$ cat src/rtl/lsu_pkg.sv
// Shared definitions for the load/store unit: funct3 codes, FSM states,
// byte-lane masks and the offset/lane helpers used by the top level.
package lsu_pkg;

  localparam logic [2:0] F3_B  = 3'b000;
  localparam logic [2:0] F3_H  = 3'b001;
  localparam logic [2:0] F3_W  = 3'b010;
  localparam logic [2:0] F3_BU = 3'b100;
  localparam logic [2:0] F3_HU = 3'b101;

  localparam logic [3:0] LANE_B = 4'b0001;
  localparam logic [3:0] LANE_H = 4'b0011;
  localparam logic [3:0] LANE_W = 4'b1111;

  typedef enum logic [1:0] {
    S_IDLE,
    S_BUS,
    S_WAIT,
    S_RESP
  } state_e;

  function automatic logic f3_supported(input logic [2:0] f3);
    return (f3 == F3_B) || (f3 == F3_H) || (f3 == F3_W) ||
           (f3 == F3_BU) || (f3 == F3_HU);
  endfunction

  function automatic logic misaligned(input logic [2:0] f3, input logic [1:0] lo);
    return ((f3[1:0] == 2'b01) && lo[0]) || ((f3[1:0] == 2'b10) && (lo != 2'b00));
  endfunction

  // Offset actually used on the bus: halves and words snap down to alignment.
  function automatic logic [1:0] eff_offset(input logic [2:0] f3, input logic [1:0] lo);
    case (f3[1:0])
      2'b00:   return lo;
      2'b01:   return {lo[1], 1'b0};
      default: return 2'b00;
    endcase
  endfunction

  function automatic logic [3:0] lane_mask(input logic [2:0] f3, input logic [1:0] off);
    case (f3[1:0])
      2'b00:   return LANE_B << off;
      2'b01:   return LANE_H << off;
      default: return LANE_W;
    endcase
  endfunction

endpackage

$ cat src/rtl/load_extend.sv
// Combinational load alignment: selects the addressed lane of the returned
// word and sign- or zero-extends it according to funct3.
module load_extend
  import lsu_pkg::*;
(
  input  logic [31:0] word,
  input  logic [1:0]  offset,
  input  logic [2:0]  funct3,
  output logic [31:0] result
);

  logic [31:0] shifted;

  always_comb begin
    shifted = word >> {offset, 3'b000};
    result  = shifted;
    case (funct3)
      F3_B:    result = {{24{shifted[7]}}, shifted[7:0]};
      F3_H:    result = {{16{shifted[15]}}, shifted[15:0]};
      F3_BU:   result = {24'b0, shifted[7:0]};
      F3_HU:   result = {16'b0, shifted[15:0]};
      default: result = shifted;
    endcase
  end

endmodule

$ cat src/rtl/load_store_unit.sv
// RV32I load/store unit: one access at a time, IDLE -> BUS -> (WAIT) -> RESP.
// Define LSU_MISALIGN_TRAP_EN to fault misaligned H/W accesses instead of aligning them.
module load_store_unit
  import lsu_pkg::*;
#(
  parameter int ADDRESS_WIDTH = 32,
  parameter int DATA_WIDTH    = 32
) (
  input  logic                     clk,
  input  logic                     rst_n,
  input  logic                     req_valid,
  output logic                     req_ready,
  input  logic                     req_write,
  input  logic [2:0]               req_funct3,
  input  logic [ADDRESS_WIDTH-1:0] req_addr,
  input  logic [DATA_WIDTH-1:0]    req_wdata,
  output logic                     rsp_valid,
  output logic [DATA_WIDTH-1:0]    rsp_rdata,
  output logic                     rsp_err,
  output logic                     mem_valid,
  input  logic                     mem_ready,
  output logic                     mem_write,
  output logic [ADDRESS_WIDTH-1:0] mem_addr,
  output logic [DATA_WIDTH-1:0]    mem_wdata,
  output logic [3:0]               mem_be,
  input  logic                     mem_rvalid,
  input  logic [DATA_WIDTH-1:0]    mem_rdata
);

  state_e                state;
  logic [2:0]            funct3_q;
  logic [1:0]            offset_q;
  logic [1:0]            off;
  logic                  trap;
  logic [DATA_WIDTH-1:0] store_data;
  logic [DATA_WIDTH-1:0] load_data;

  always_comb begin
    off = eff_offset(req_funct3, req_addr[1:0]);
`ifdef LSU_MISALIGN_TRAP_EN
    trap = !f3_supported(req_funct3) || misaligned(req_funct3, req_addr[1:0]);
`else
    trap = !f3_supported(req_funct3);
`endif
    case (req_funct3[1:0])
      2'b00:   store_data = {4{req_wdata[7:0]}};
      2'b01:   store_data = {2{req_wdata[15:0]}};
      default: store_data = req_wdata;
    endcase
  end

  load_extend u_load_extend (
    .word   (mem_rdata),
    .offset (offset_q),
    .funct3 (funct3_q),
    .result (load_data)
  );

  always_ff @(posedge clk or negedge rst_n) begin
    if (!rst_n) begin
      state     <= S_IDLE;
      req_ready <= 1'b1;
      mem_valid <= 1'b0;
      mem_write <= 1'b0;
      mem_be    <= '0;
      mem_addr  <= '0;
      mem_wdata <= '0;
      rsp_valid <= 1'b0;
      rsp_err   <= 1'b0;
      rsp_rdata <= '0;
      funct3_q  <= '0;
      offset_q  <= '0;
    end else begin
      case (state)
        S_IDLE: begin
          if (req_valid) begin
            req_ready <= 1'b0;
            funct3_q  <= req_funct3;
            offset_q  <= off;
            // Faulting accesses skip the bus and respond on the next cycle.
            if (trap) begin
              state     <= S_RESP;
              rsp_valid <= 1'b1;
              rsp_err   <= 1'b1;
              rsp_rdata <= '0;
            end else begin
              state     <= S_BUS;
              mem_valid <= 1'b1;
              mem_write <= req_write;
              mem_addr  <= {req_addr[ADDRESS_WIDTH-1:2], 2'b00};
              mem_be    <= lane_mask(req_funct3, off);
              mem_wdata <= store_data;
            end
          end
        end
        S_BUS: begin
          if (mem_ready) begin
            mem_valid <= 1'b0;
            mem_write <= 1'b0;
            mem_be    <= '0;
            if (mem_write) begin
              state     <= S_RESP;
              rsp_valid <= 1'b1;
              rsp_rdata <= '0;
            end else begin
              state <= S_WAIT;
            end
          end
        end
        S_WAIT: begin
          if (mem_rvalid) begin
            state     <= S_RESP;
            rsp_valid <= 1'b1;
            rsp_rdata <= load_data;
          end
        end
        S_RESP: begin
          state     <= S_IDLE;
          rsp_valid <= 1'b0;
          rsp_err   <= 1'b0;
          rsp_rdata <= '0;
          req_ready <= 1'b1;
        end
        default: state <= S_IDLE;
      endcase
    end
  end

endmodule

$ cat config.mk
export PLATFORM = sky130hd
export DESIGN_NAME = load_store_unit
export DESIGN_NICKNAME = d
export VERILOG_FILES = /design/src/rtl/lsu_pkg.sv /design/src/rtl/load_extend.sv /design/src/rtl/load_store_unit.sv
export SDC_FILE = /design/constraint.sdc
export NUM_CORES = 1
export LEC_CHECK = 0
export BUFFER_PORTS_ARGS = -buffer_cell sky130_fd_sc_hd__buf_2
export CORE_MARGIN = 3
export CORE_UTILIZATION = 40
export CTS_CLUSTER_DIAMETER = 80
export DETAILED_ROUTE_END_ITERATION = 7
export PLACE_DENSITY = 0.68
export SYNTH_ARGS = -nofsm -noshare
export SYNTH_HDL_FRONTEND = slang
export SYNTH_SLANG_ARGS = --single-unit
$ cat constraint.sdc
create_clock -name clk -period 2.3 [get_ports clk]
set_clock_uncertainty 0.15 [all_clocks]
set_input_delay 0.115 -clock clk [delete_from_list [all_inputs] [get_ports clk]]
set_output_delay 0.115 -clock clk [all_outputs]
set_load 0.005 [all_outputs]
==> tab_implementation.tex <==
\begin{tabular}{lr}
\hline
Metric & Value \\
\hline
\multicolumn{2}{l}{\textbf{Status}} \\
\quad Status & complete, no violations \\
\multicolumn{2}{l}{\textbf{Run}} \\
\quad Max-cap check violation count & 0 \\
\multicolumn{2}{l}{\textbf{Clock network}} \\
\quad Count of H-tree levels built during CTS & 3 \\
\quad Worst-skew pair later-pin latency & 0.35 ns \\
\quad TritonCTS clock tree & done \\
\quad Clock-pin transition on the worst setup and hold timing paths & 0.07 ns \\
\quad Bufs on Longest Clock Path & 2 \\
\quad Total clock buffers created by CTS & 9 \\
\quad Resized Gates After CTS & 0 \\
\quad Clock Sink Count & 110 \\
\quad Root buf cell & sky130\_fd\_sc\_hd\_\_clkbuf\_16 \\
\quad Cts hold-fix bufs & 74 \\
\quad Post-CTS setup buffers & 0 \\
\multicolumn{2}{l}{\textbf{Critical path}} \\
\quad Cells on worst reg2reg path & 7 \\
\quad Data arrival time at the worst-slack endpoint & 2.25 ns \\
\quad Required time of the critical path & 2.44 ns \\
\quad Worst setup endpoint & mem\_be[0] \\
\quad Longest individual stage delay on the worst path & 0.59 ns \\
\quad Crit path launch type & register \\
\quad Launch point of the critical path & state[1] \\
\quad Worst r2r src & state[1] \\
\quad Highest fanout seen on the critical path & 7 \\
\quad R2R Path End & mem\_be[0] \\
\quad Slowest library cell on the worst path & sky130\_fd\_sc\_hd\_\_o21ai\_0 \\
\quad Kind of critical path & reg -> reg \\
\quad Crit. End Element & register \\
\quad Worst setup slack for register-to-register paths & 0.19 ns \\
\quad Sequence of cells on the critical path & inv\_1 > ha\_1 > nand2\_2 > buf\_4 > nor2\_2 > o21ai\_0 > a21o\_1 \\
\multicolumn{2}{l}{\textbf{Layout}} \\
\quad Layout Utilization & 59.4\% \\
\quad Total Nets Final & 943 \\
\quad Area delta synth->final & 42.2\% \\
\quad Antenna Cells & 0 \\
\quad Layout cell share with drive strength beyond 1 & 31.9\% \\
\multicolumn{2}{l}{\textbf{Logic synthesis}} \\
\quad Proportion of register bits with asynchronous set or reset after synthesis & 100\% \\
\quad Largest family of logic cells by synthesized area & simple AND/OR/NAND/NOR gates \\
\quad Post-synthesis share of cell area spent on xor and xnor gates & 0\% \\
\quad Most common cell in the netlist & sky130\_fd\_sc\_hd\_\_nand2\_1 \\
\quad Arithmetic-cell share of the synthesized area counting full adders, half adders and majority gates & 0.935\% \\
\quad Number of flops mapped to enable cells by yosys & 0 \\
\quad Number of register bits inferred by synthesis & 110 \\
\quad Post-synthesis mux area share & 11.0\% \\
\quad Synthesized-area fraction occupied by and/or/nand/nor cells & 18.4\% \\
\quad Share of the synthesized area in compound gates (AO/OA/AOI/OAI) & 13.1\% \\
\quad Share of synthesized area occupied by flip-flops and latches & 51.5\% \\
\quad Cell taking the most area after synthesis & sky130\_fd\_sc\_hd\_\_dfrtp\_1 \\
\quad Number of warnings printed during yosys synthesis & 0 \\
\quad Synth cell types & 41 \\
\quad Biggest area contributors in the synthesized netlist & sky130\_fd\_sc\_hd\_\_dfrtp\_1, sky130\_fd\_sc\_hd\_\_nand2\_1, sky130\_fd\_sc\_hd\_\_mux2i\_1, sky130\_fd\_sc\_hd\_\_a21oi\_1, sky130\_fd\_sc\_hd\_\_o21ai\_0 \\
\quad Synth cell count leaders & sky130\_fd\_sc\_hd\_\_nand2\_1, sky130\_fd\_sc\_hd\_\_dfrtp\_1, sky130\_fd\_sc\_hd\_\_a21oi\_1, sky130\_fd\_sc\_hd\_\_mux2i\_1, sky130\_fd\_sc\_hd\_\_o21ai\_0 \\
\quad Share of the synthesized area in the top cell type & 51.0\% \\
\quad Dominant register cell in the synthesized netlist & sky130\_fd\_sc\_hd\_\_dfrtp\_1 \\
\quad Mean instance size in the synthesized netlist & 9.44 µm² \\
\quad Syn Inst Count & 567 \\
\quad Post-synthesis cell area & 5350 µm² \\
\multicolumn{2}{l}{\textbf{Hold path}} \\
\quad Hold WC Path Type & in -> reg \\
\multicolumn{2}{l}{\textbf{Timing}} \\
\quad Top achievable clock speed & 473 MHz \\
\quad Final Max Tran Viols & 0 \\
\quad Setup repair after global routing missed its margin & no \\
\quad Final period util & 91.9\% \\
\quad Normalized max-slew margin & 50.7\% \\
\quad Final hold violation count & 0 \\
\quad Worst slew pin tran & 0.732 ns \\
\quad Final critical path time including I/O delays and setup & 2.11 ns \\
\quad Final-report setup violation count & 0 \\
\quad Sum of negative setup slack & 0 ns \\
\multicolumn{2}{l}{\textbf{Floorplanning}} \\
\quad Core area & 12800 µm² \\
\quad FP Rows & 41 \\
\quad Initial Utilization & 41.7\% \\
\quad Boundary pin count & 210 \\
\quad Die area & 14800 µm² \\
\quad Die height & 122 µm \\
\quad Die width & 122 µm \\
\multicolumn{2}{l}{\textbf{Global route}} \\
\quad Global-route total usage across every layer & 21.6\% \\
\quad Via count of the first global-routing pass & 5193 \\
\quad Global route total overflow & 0 \\
\quad Number of antenna violations at the first check in global routing & 0 \\
\quad Global-route wire length before repair & 25500 µm \\
\quad Pin count of the biggest net entering global routing & 90 \\
\multicolumn{2}{l}{\textbf{Detailed routing}} \\
\quad Number of vias in the routed layout & 5167 \\
\quad WL per Instance & 15.9 µm \\
\quad Count of unresolved DRC violations after routing & 0 \\
\quad DRT Pass-1 Iters & 5 \\
\quad Post-detailed-routing wire length & 16100 µm \\
\quad Detailed Route Iter0 Violations & 437 \\
\quad Number of vias per cell after detailed routing & 5.11 \\
\quad Post-route antenna net violation count & 0 \\
\multicolumn{2}{l}{\textbf{Power}} \\
\quad Pwr/cell area & 1210 nW/µm² \\
\quad Proportion of power drawn by the clock network & 19.7\% \\
\quad Net load switching power & 3.49 mW \\
\quad Proportion of total power due to net switching & 37.8\% \\
\quad Sequential cell fraction of total power & 37.0\% \\
\quad Leakage & 3.99 nW \\
\quad Maximum VDD drop & 0.586 mV \\
\quad Gate power share & 43.3\% \\
\quad Internal power consumption & 5.74 mW \\
\multicolumn{2}{l}{\textbf{Placement}} \\
\quad Number of buffers added on ports & 207 \\
\quad Final RePlAce weighted congestion & 0.874 \\
\quad Final HPWL DP & 11000 µm \\
\hline
\end{tabular}
[per-layer routing]
metal / vias up / share of wire (%) / track usage [%] / routed length (µm)
met5: - / 0 / 0 / 0
met4: 0 / 2.4 / 8.19 / 384
met3: 27 / 8.3 / 4.36 / 1340
met2: 261 / 49 / 37.2 / 7960
met1: 2452 / 40 / 26.8 / 6400
li1: 2427 / - / - / -
[area by class of cell]
class                   count  area, µm²
clock inverters             6        115
repair buffers            297       1940
clock buffers              10        239
inverters                   5       18.8
flip-flops and latches    110       2750
multi-input cells         411       2330
fillers                  1100       5210
well taps                 172        215
[worst min-delay path by stage]
stage	from	slack (ns)	endpoint	depth (start not counted)
CTS	req_addr[1]	0.01	mem_be[3]	4
detailed placement	rst_n	-0.08	rsp_rdata[11]	1
global route	req_addr[1]	0.06	mem_be[3]	4
global placement	rst_n	-0.08	rsp_rdata[11]	1
floorplan	rst_n	-0.33	funct3_q[0]	0
finish	req_addr[1]	0.03	mem_be[3]	4
[state kept, by name, summed over array words and instances, names as in the netlist]
| name | flops |
|---|---|
| rsp_rdata | 32 |
| rsp_valid | 1 |
| state | 2 |
| mem_wdata | 32 |
| mem_write | 1 |
| rsp_err | 1 |
| mem_addr | 30 |
| offset_q | 2 |
| req_ready | 1 |
| mem_valid | 1 |
| funct3_q | 3 |
| mem_be | 4 |
[layout by cell type (no fill, tap or decap), types with 2 or more instances in the layout]
| cell | count |
|---|---|
| sky130_fd_sc_hd__a21o_1 | 6 |
| sky130_fd_sc_hd__a21oi_1 | 52 |
| sky130_fd_sc_hd__buf_12 | 3 |
| sky130_fd_sc_hd__buf_2 | 206 |
| sky130_fd_sc_hd__buf_4 | 14 |
| sky130_fd_sc_hd__bufinv_16 | 3 |
| sky130_fd_sc_hd__clkbuf_16 | 9 |
| sky130_fd_sc_hd__conb_1 | 2 |
| sky130_fd_sc_hd__dfrtp_1 | 109 |
| sky130_fd_sc_hd__dlygate4sd3_1 | 74 |
| sky130_fd_sc_hd__ha_1 | 4 |
| sky130_fd_sc_hd__inv_1 | 5 |
| sky130_fd_sc_hd__mux2_2 | 13 |
| sky130_fd_sc_hd__mux2i_1 | 42 |
| sky130_fd_sc_hd__nand2_1 | 173 |
| sky130_fd_sc_hd__nand2_2 | 2 |
| sky130_fd_sc_hd__nand2b_1 | 2 |
| sky130_fd_sc_hd__nand3b_1 | 9 |
| sky130_fd_sc_hd__nor2_1 | 29 |
| sky130_fd_sc_hd__nor2_2 | 2 |
| sky130_fd_sc_hd__nor2b_1 | 3 |
| sky130_fd_sc_hd__nor3_2 | 2 |
| sky130_fd_sc_hd__nor4_1 | 2 |
| sky130_fd_sc_hd__o2111ai_1 | 7 |
| sky130_fd_sc_hd__o21ai_0 | 35 |
| sky130_fd_sc_hd__o21ai_1 | 9 |
| sky130_fd_sc_hd__or2_2 | 3 |
[worst max-delay path, delay by kind of cell, from the launching register on]
kind	cells	cell delay [ns]
adder cells (fa/ha/maj)	1	0.29
AO/OA/AOI/OAI	2	0.80
AND/OR/NAND/NOR	2	0.14
flip-flops	1	0.42
buffers and inverters	2	0.24
[kinds of logic (layout without fill, tap and decap cells)]
kind of cell	after synthesis	in the layout
adder cells (fa/ha/maj)	4	4
AO/OA/AOI/OAI	117	117
AND/OR/NAND/NOR	232	232
flip-flops	110	110
other	1	2
multiplexers	56	56
buffers and inverters	47	318
[power by group through the flow]
| stage | Sequential, mW | Clock (mW) | Combinational (mW) |
|---|---|---|---|
| 2_1_floorplan | 3.41 | 0 | 2.37 |
| 3_3_place_gp | 3.39 | 0 | 3.78 |
| 3_5_place_dp | 3.42 | 0 | 3.91 |
| 4_1_cts | 3.41 | 1.86 | 4.00 |
| 5_1_grt | 3.51 | 1.94 | 4.48 |
| 6_report | 3.42 | 1.82 | 4.00 |
[per-stage QoR]
stage	total power, mW	area (µm²)	std cells	setup WS (ns)	hold slack [ns]
3_5_place_dp	7.33	6520	921	0.214	-0.0791
6_report	9.23	7610	1011	0.185	0.0253
3_3_place_gp	7.17	6520	921	0.323	-0.0848
2_1_floorplan	5.79	5360	568	0.442	-0.331
5_1_grt	9.93	7610	1011	0.0413	0.0612
4_1_cts	9.27	7610	1011	0.201	0.0139
Power figures use the tool's default switching activity.
